--- src/rtl/corr_pkg.sv ---
// Shared constants and dump-slice helpers for the correlator accumulator bank.
// Widths are default values; modules override them through parameters.
package corr_pkg;

  localparam int CORR_NTAPS   = 5;
  localparam int CORR_IN_W    = 5;
  localparam int CORR_ACC_W   = 19;
  localparam int CORR_OUT_W   = 16;
  localparam int CORR_SHIFT_W = 2;

  // Tap order: very-early, early, prompt, late, very-late.
  localparam int TAP_EE = 0;
  localparam int TAP_E  = 1;
  localparam int TAP_P  = 2;
  localparam int TAP_L  = 3;
  localparam int TAP_LL = 4;

  // Accumulators are sign-extended to this width before slicing so one helper
  // serves every ACC_W up to 64 bits.
  localparam int CORR_EXT_W = 64;
  typedef logic signed [CORR_EXT_W-1:0] corr_ext_t;

  // Plain arithmetic right shift; the caller keeps the low OUT_W bits.
  function automatic corr_ext_t shift_slice(input corr_ext_t acc, input int unsigned s);
    return acc >>> s;
  endfunction

  // Right shift, then clamp to the signed out_w-bit range. Clamping happens
  // exactly when the bits above the kept window disagree with its sign bit.
  function automatic corr_ext_t sat_slice(input corr_ext_t acc, input int unsigned s,
                                          input int unsigned out_w);
    corr_ext_t shifted;
    corr_ext_t hi;
    corr_ext_t lo;
    shifted = acc >>> s;
    hi      = (corr_ext_t'(1) <<< (out_w - 1)) - corr_ext_t'(1);
    lo      = -hi - corr_ext_t'(1);
    if (shifted > hi) return hi;
    if (shifted < lo) return lo;
    return shifted;
  endfunction

endpackage

--- src/rtl/corr_accum_lane.sv ---
// One I or Q lane: integrate-and-dump accumulator plus the dump latch.
// Optional feature: define CORR_ACCUM_SAT_EN to clamp dumps instead of
// truncating them.
module corr_accum_lane
  import corr_pkg::*;
#(
  parameter int IN_W    = CORR_IN_W,
  parameter int ACC_W   = CORR_ACC_W,
  parameter int OUT_W   = CORR_OUT_W,
  parameter int SHIFT_W = CORR_SHIFT_W
) (
  input  logic               clk,
  input  logic               reset_n,
  input  logic               clr_i,
  input  logic               epoch_i,
  input  logic [IN_W-1:0]    prod_i,
  input  logic [SHIFT_W-1:0] shift_i,
  output logic [OUT_W-1:0]   dump_o
);

  logic [ACC_W-1:0] acc_q;
  logic [ACC_W-1:0] acc_d;
  logic [ACC_W-1:0] prod_ext;
  logic [OUT_W-1:0] dump_q;
  logic [OUT_W-1:0] dump_d;
  logic [OUT_W-1:0] dump_slice;

  assign prod_ext = ACC_W'($signed(prod_i));

`ifdef CORR_ACCUM_SAT_EN
  assign dump_slice = OUT_W'(sat_slice(corr_ext_t'($signed(acc_q)), 32'(shift_i), 32'(OUT_W)));
`else
  assign dump_slice = OUT_W'(shift_slice(corr_ext_t'($signed(acc_q)), 32'(shift_i)));
`endif

  // Accumulator next state: clear wins, epoch restarts with this sample, else integrate.
  always_comb begin
    acc_d = acc_q + prod_ext;
    if (clr_i) begin
      acc_d = '0;
    end else if (epoch_i) begin
      acc_d = prod_ext;
    end
  end

  // Dump latch captures the pre-update accumulator on every epoch, clear or not.
  always_comb begin
    dump_d = dump_q;
    if (epoch_i) begin
      dump_d = dump_slice;
    end
  end

  // State registers with asynchronous clear.
  always_ff @(posedge clk or negedge reset_n) begin
    if (!reset_n) begin
      acc_q  <= '0;
      dump_q <= '0;
    end else begin
      acc_q  <= acc_d;
      dump_q <= dump_d;
    end
  end

  assign dump_o = dump_q;

endmodule

--- src/rtl/corr_accum_bank.sv ---
// Bank of 2*NTAPS correlator integrate-and-dump lanes with a shared dump
// status (valid / lost). Optional feature: CORR_ACCUM_SAT_EN selects saturating
// dumps in every lane.
//
// Dump handshake: dump_valid rises the cycle after epoch and stays high until a
// cycle with rd_ack=1 and epoch=0. An epoch in the same cycle as rd_ack counts
// as "old dump consumed, new dump delivered", so dump_valid stays 1 and no loss
// is flagged. An epoch while dump_valid=1 without rd_ack overwrites an unread
// dump and sets the sticky dump_lost, which only a channel clear resets.
module corr_accum_bank
  import corr_pkg::*;
#(
  parameter int NTAPS   = CORR_NTAPS,
  parameter int IN_W    = CORR_IN_W,
  parameter int ACC_W   = CORR_ACC_W,
  parameter int OUT_W   = CORR_OUT_W,
  parameter int SHIFT_W = CORR_SHIFT_W
) (
  input  logic                   clk,
  input  logic                   reset_n,
  input  logic                   doinit,
  input  logic                   intr_pulse,
  input  logic                   epoch,
  input  logic [NTAPS*IN_W-1:0]  prod_i,
  input  logic [NTAPS*IN_W-1:0]  prod_q,
  input  logic [SHIFT_W-1:0]     iq_shift,
  input  logic                   rd_ack,
  output logic [NTAPS*OUT_W-1:0] dump_i,
  output logic [NTAPS*OUT_W-1:0] dump_q,
  output logic                   dump_valid,
  output logic                   dump_lost
);

  // The largest shift must still leave OUT_W accumulator bits to dump.
  if (ACC_W < OUT_W + 2**SHIFT_W - 1) begin : g_width_chk
    $error("corr_accum_bank: ACC_W must be >= OUT_W + 2**SHIFT_W - 1");
  end
  if (ACC_W > CORR_EXT_W || ACC_W < IN_W) begin : g_range_chk
    $error("corr_accum_bank: ACC_W must lie between IN_W and 64");
  end

  logic clr;
  logic valid_q;
  logic valid_d;
  logic lost_q;
  logic lost_d;

  assign clr = doinit & intr_pulse;

  for (genvar k = 0; k < NTAPS; k++) begin : g_tap
    corr_accum_lane #(
      .IN_W(IN_W), .ACC_W(ACC_W), .OUT_W(OUT_W), .SHIFT_W(SHIFT_W)
    ) u_lane_i (
      .clk     (clk),
      .reset_n (reset_n),
      .clr_i   (clr),
      .epoch_i (epoch),
      .prod_i  (prod_i[k*IN_W +: IN_W]),
      .shift_i (iq_shift),
      .dump_o  (dump_i[k*OUT_W +: OUT_W])
    );
    corr_accum_lane #(
      .IN_W(IN_W), .ACC_W(ACC_W), .OUT_W(OUT_W), .SHIFT_W(SHIFT_W)
    ) u_lane_q (
      .clk     (clk),
      .reset_n (reset_n),
      .clr_i   (clr),
      .epoch_i (epoch),
      .prod_i  (prod_q[k*IN_W +: IN_W]),
      .shift_i (iq_shift),
      .dump_o  (dump_q[k*OUT_W +: OUT_W])
    );
  end

  // Dump status next state: new dump sets valid, lone ack clears it; overrun beats clear.
  always_comb begin
    valid_d = valid_q;
    if (epoch) begin
      valid_d = 1'b1;
    end else if (rd_ack) begin
      valid_d = 1'b0;
    end
    lost_d = lost_q;
    if (clr) begin
      lost_d = 1'b0;
    end
    if (epoch && valid_q && !rd_ack) begin
      lost_d = 1'b1;
    end
  end

  // Status registers with asynchronous clear.
  always_ff @(posedge clk or negedge reset_n) begin
    if (!reset_n) begin
      valid_q <= 1'b0;
      lost_q  <= 1'b0;
    end else begin
      valid_q <= valid_d;
      lost_q  <= lost_d;
    end
  end

  assign dump_valid = valid_q;
  assign dump_lost  = lost_q;

endmodule

--- config.mk ---
export PLATFORM = sky130hd
export DESIGN_NAME = corr_accum_bank
export DESIGN_NICKNAME = d
export VERILOG_FILES = /design/src/rtl/corr_pkg.sv /design/src/rtl/corr_accum_lane.sv /design/src/rtl/corr_accum_bank.sv
export SDC_FILE = /design/constraint.sdc
export NUM_CORES = 1
export LEC_CHECK = 0
export BUFFER_PORTS_ARGS = -buffer_cell sky130_fd_sc_hd__clkbuf_2
export CAP_MARGIN = 20
export CORE_MARGIN = 2
export CORE_UTILIZATION = 55
export DETAILED_ROUTE_END_ITERATION = 8
export PLACE_DENSITY = 0.82
export RECOVER_POWER = 100
export SKIP_CTS_REPAIR_TIMING = 1
export SYNTH_ARGS = -nofsm -noshare
export SYNTH_HDL_FRONTEND = slang
export SYNTH_SLANG_ARGS = --single-unit
--- constraint.sdc ---
create_clock -name clk -period 3.18 [get_ports clk]
set_input_delay 0.636 -clock clk [delete_from_list [all_inputs] [get_ports clk]]
set_output_delay 0.636 -clock clk [all_outputs]
set_load 0.01 [all_outputs]
==> results.yml <==
run_status:
  status: "finished with violations"
  violations: "max-capacitance violations, max-slew violations"
routing:
  drt_pass1_iterations: 5
  drt-total-wl_um: 61100
  drc: 0
  wl_per_cell_um: 20.0
  ant_nets: 0
  viasPerCell: 6.32
  initialDrtViolationCount: 1265
  vias: 19400
synth:
  synth-edff-count: 0
  synth_adder_area_share_pct: 9.92
  synthCells: 2222
  synth_area_per_cell_um2: 11.1
  synth_fp_nets: 2470
  syn_area_um2: 24700
  synth_top_family_by_area: "multiplexers"
  synth_simple_gate_area_share_pct: 8.58
  yosys.area.top_type: "dfrtp_1"
  yosysWarnings: 0
  synth_cell_type_count: 78
  synthMostInstantiatedCell: "dfrtp_1"
  synth_commonest_cells: "352 x dfrtp_1, 198 x a21oi_1, 180 x ha_1"
  synth_top_area_share_pct: 35.6
  synth.area.mux_share_pct: 22.7
  synth.area.top_cells: "dfrtp_1 36%, mux4_2 15%, ha_1 9.1%"
  async_flop_share_pct: 100
  seq_area_frac_synth_pct: 35.6
  synth_top_flop_cell: "dfrtp_1"
  synth-xor-area-share_pct: 4.85
  synth_compound_area_share_pct: 15.6
  synth-seq-cells: 352
global_route:
  overflow: 0
  grt_pass1_vias: 20000
  grt_use_total_pct: 26.3
  antenna_found_initial: 1
  grt_first_pass_wirelength_um: 101000
  grt_max_degree: 86
clock_network:
  clockBufferDepth: 3
  cts_num_sinks: 352
  cts_buffers: 41
  clk_pin_slew_worst_paths_ns: 0.06
  cts_htree_levels: 2
  root_buffer: "clkbuf_16"
  cts_tree: "built"
  clkLatencyLatePin_ns: 0.55
floorplanning:
  coreArea_um2: 44300
  chipHeight_um: 216
  placementRows: 77
  dieArea_um2: 46700
  die_width_um: 216
  initial_core_util_pct: 55.8
  ioPinCount: 220
final_layout:
  fillers: 3467
  multiInputGateArea_um2: 15200
  drive_above_1_share_pct: 19.9
  fin_util_pct: 62.7
  area.growth.synth_to_final_pct: 12.5
  fin_nets: 2687
  fin_area_um2: 27800
  seq_area_um2: 8810
setup_path:
  cp-end-kind: "flop"
  ff2ff_path_depth: 11
  cp-start-kind: "input pin"
  crit_fanout: 17
  path_class: "in -> reg"
  regToRegSetupSlack_ns: 0.24
  crit_required_ns: 3.66
  arrival_ns: 3.45
hold_path:
  hold_depth: 3
  min_path_type: "in -> reg"
timing:
  fmax_ghz: 0.337
  setup_viol: 0
  fin_skew_ns: 0.0139
  post-route-period-util_pct: 93.3
  finalHoldViolCount: 0
  whs_ns: 0.326
  max-slew-margin-rel_pct: -48.9
  tightest_slew_ns: 2.23
  rsz0062_at_grt: "false"
  fin_crit_ns: 2.97
  maxSlewViolCount: 318
pwr:
  leakage_nw: 12.2
  ir_worst_vdd_mv: 0.470
  powerDensity_nw_per_um2: 711
place:
  placement.io_buffers: 219
  post-dp-hpwl_um: 43500
  place_area_um2: 26800
  place.gp.congestion: 0.900
run:
  max_cap_viol_count: 7
-- cell usage in the layout (no fill, tap or decap), types with 32 or more instances in the layout --
cell type	Yosys	final
mux4_2	160	160
mux2_2	163	159
nand2_1	124	124
dfrtp_1	352	352
clkbuf_2	0	59
a21oi_1	198	198
o21ai_0	79	83
inv_1	67	66
a21boi_0	78	78
nor2_1	110	110
a21o_1	77	77
nand3_1	32	32
xnor2_1	67	67
ha_1	180	180
xor2_1	70	70
clkbuf_1	68	190
clkbuf_16	0	41
-- worst max-delay path, cell delays in order --
cell and delay [ns]:
clkbuf_1 0.72, ha_1 0.39, o21a_1 0.15, o21ai_0 0.15
a211oi_1 0.37, nor2_1 0.11, o31a_1 0.31, xor2_1 0.15
or3_1 0.30, a21oi_1 0.14
-- state kept, by name, summed over array words and instances, names as in the netlist --
signal / flops
dump_valid: 1
g_tap.u_lane_q.acc_q: 95
g_tap.u_lane_i.dump_o: 80
dump_lost: 1
g_tap.u_lane_i.acc_q: 95
g_tap.u_lane_q.dump_o: 80
-- layer usage --
layer | share of wire, % | up-vias | track usage [%]
met1 | 41 | 9742 | 33.7
li1 | - | 8864 | -
met4 | 3.0 | 0 | 10.3
met3 | 5.6 | 119 | 4.21
met5 | 0 | - | 0
met2 | 50 | 627 | 45.0
-- layout make-up --
class,count,share of cell area (%)
inverters,67,0.914
diodes,1,0.00900
repair buffers,282,4.99
well taps,592,2.66
multi-input cells,1695,54.7
clock buffers,57,4.23
flip-flops and latches,352,31.7
clock inverters,14,0.824
-- power breakdown --
| group | total (mW) | switching [mW] | internal [mW] | leakage [nW] |
|---|---|---|---|---|
| combinational | 7.97 | 4.10 | 3.86 | 7.25 |
| clock | 4.97 | 1.91 | 3.06 | 0.687 |
| sequential | 6.83 | 1.15 | 5.68 | 4.27 |
| total | 19.8 | 7.17 | 12.6 | 12.2 |
-- logic make-up after synthesis --
group	count (synthesis)
simple gates	437
compound gates	591
mux	340
xor+xnor	137
flops	352
buf+inv	175
fa+ha+maj	190
-- final timing paths --
check                                               to                         from
min                         g_tap[4].u_lane_i.acc_q[2]                   prod_i[22]
max in group asynchronous  g_tap[3].u_lane_q.dump_o[2]                      reset_n
min reg2reg                g_tap[1].u_lane_q.dump_o[0]  g_tap[1].u_lane_q.dump_o[0]
max                        g_tap[2].u_lane_i.acc_q[18]                   prod_i[14]
max reg2reg                g_tap[3].u_lane_i.acc_q[18]   g_tap[3].u_lane_i.acc_q[0]
min in group asynchronous  g_tap[4].u_lane_i.dump_o[0]                      reset_n
-- through the flow --
| stage | cells | power, mW | setup TNS [ns] | setup WS (ns) |
|---|---|---|---|---|
| 2_1_floorplan | 2222 | 12.5 | 0 | 0.220 |
| 3_3_place_gp | 2988 | 14.5 | -0.0748 | -0.0748 |
| 3_5_place_dp | 2988 | 14.9 | -0.0852 | -0.0852 |
| 4_1_cts | 3059 | 20.1 | 0 | 0.275 |
| 5_1_grt | 3060 | 21.0 | 0 | 0.0334 |
| 6_report | 3060 | 19.8 | 0 | 0.213 |
No activity file was read; power rests on OpenSTA's default activity.
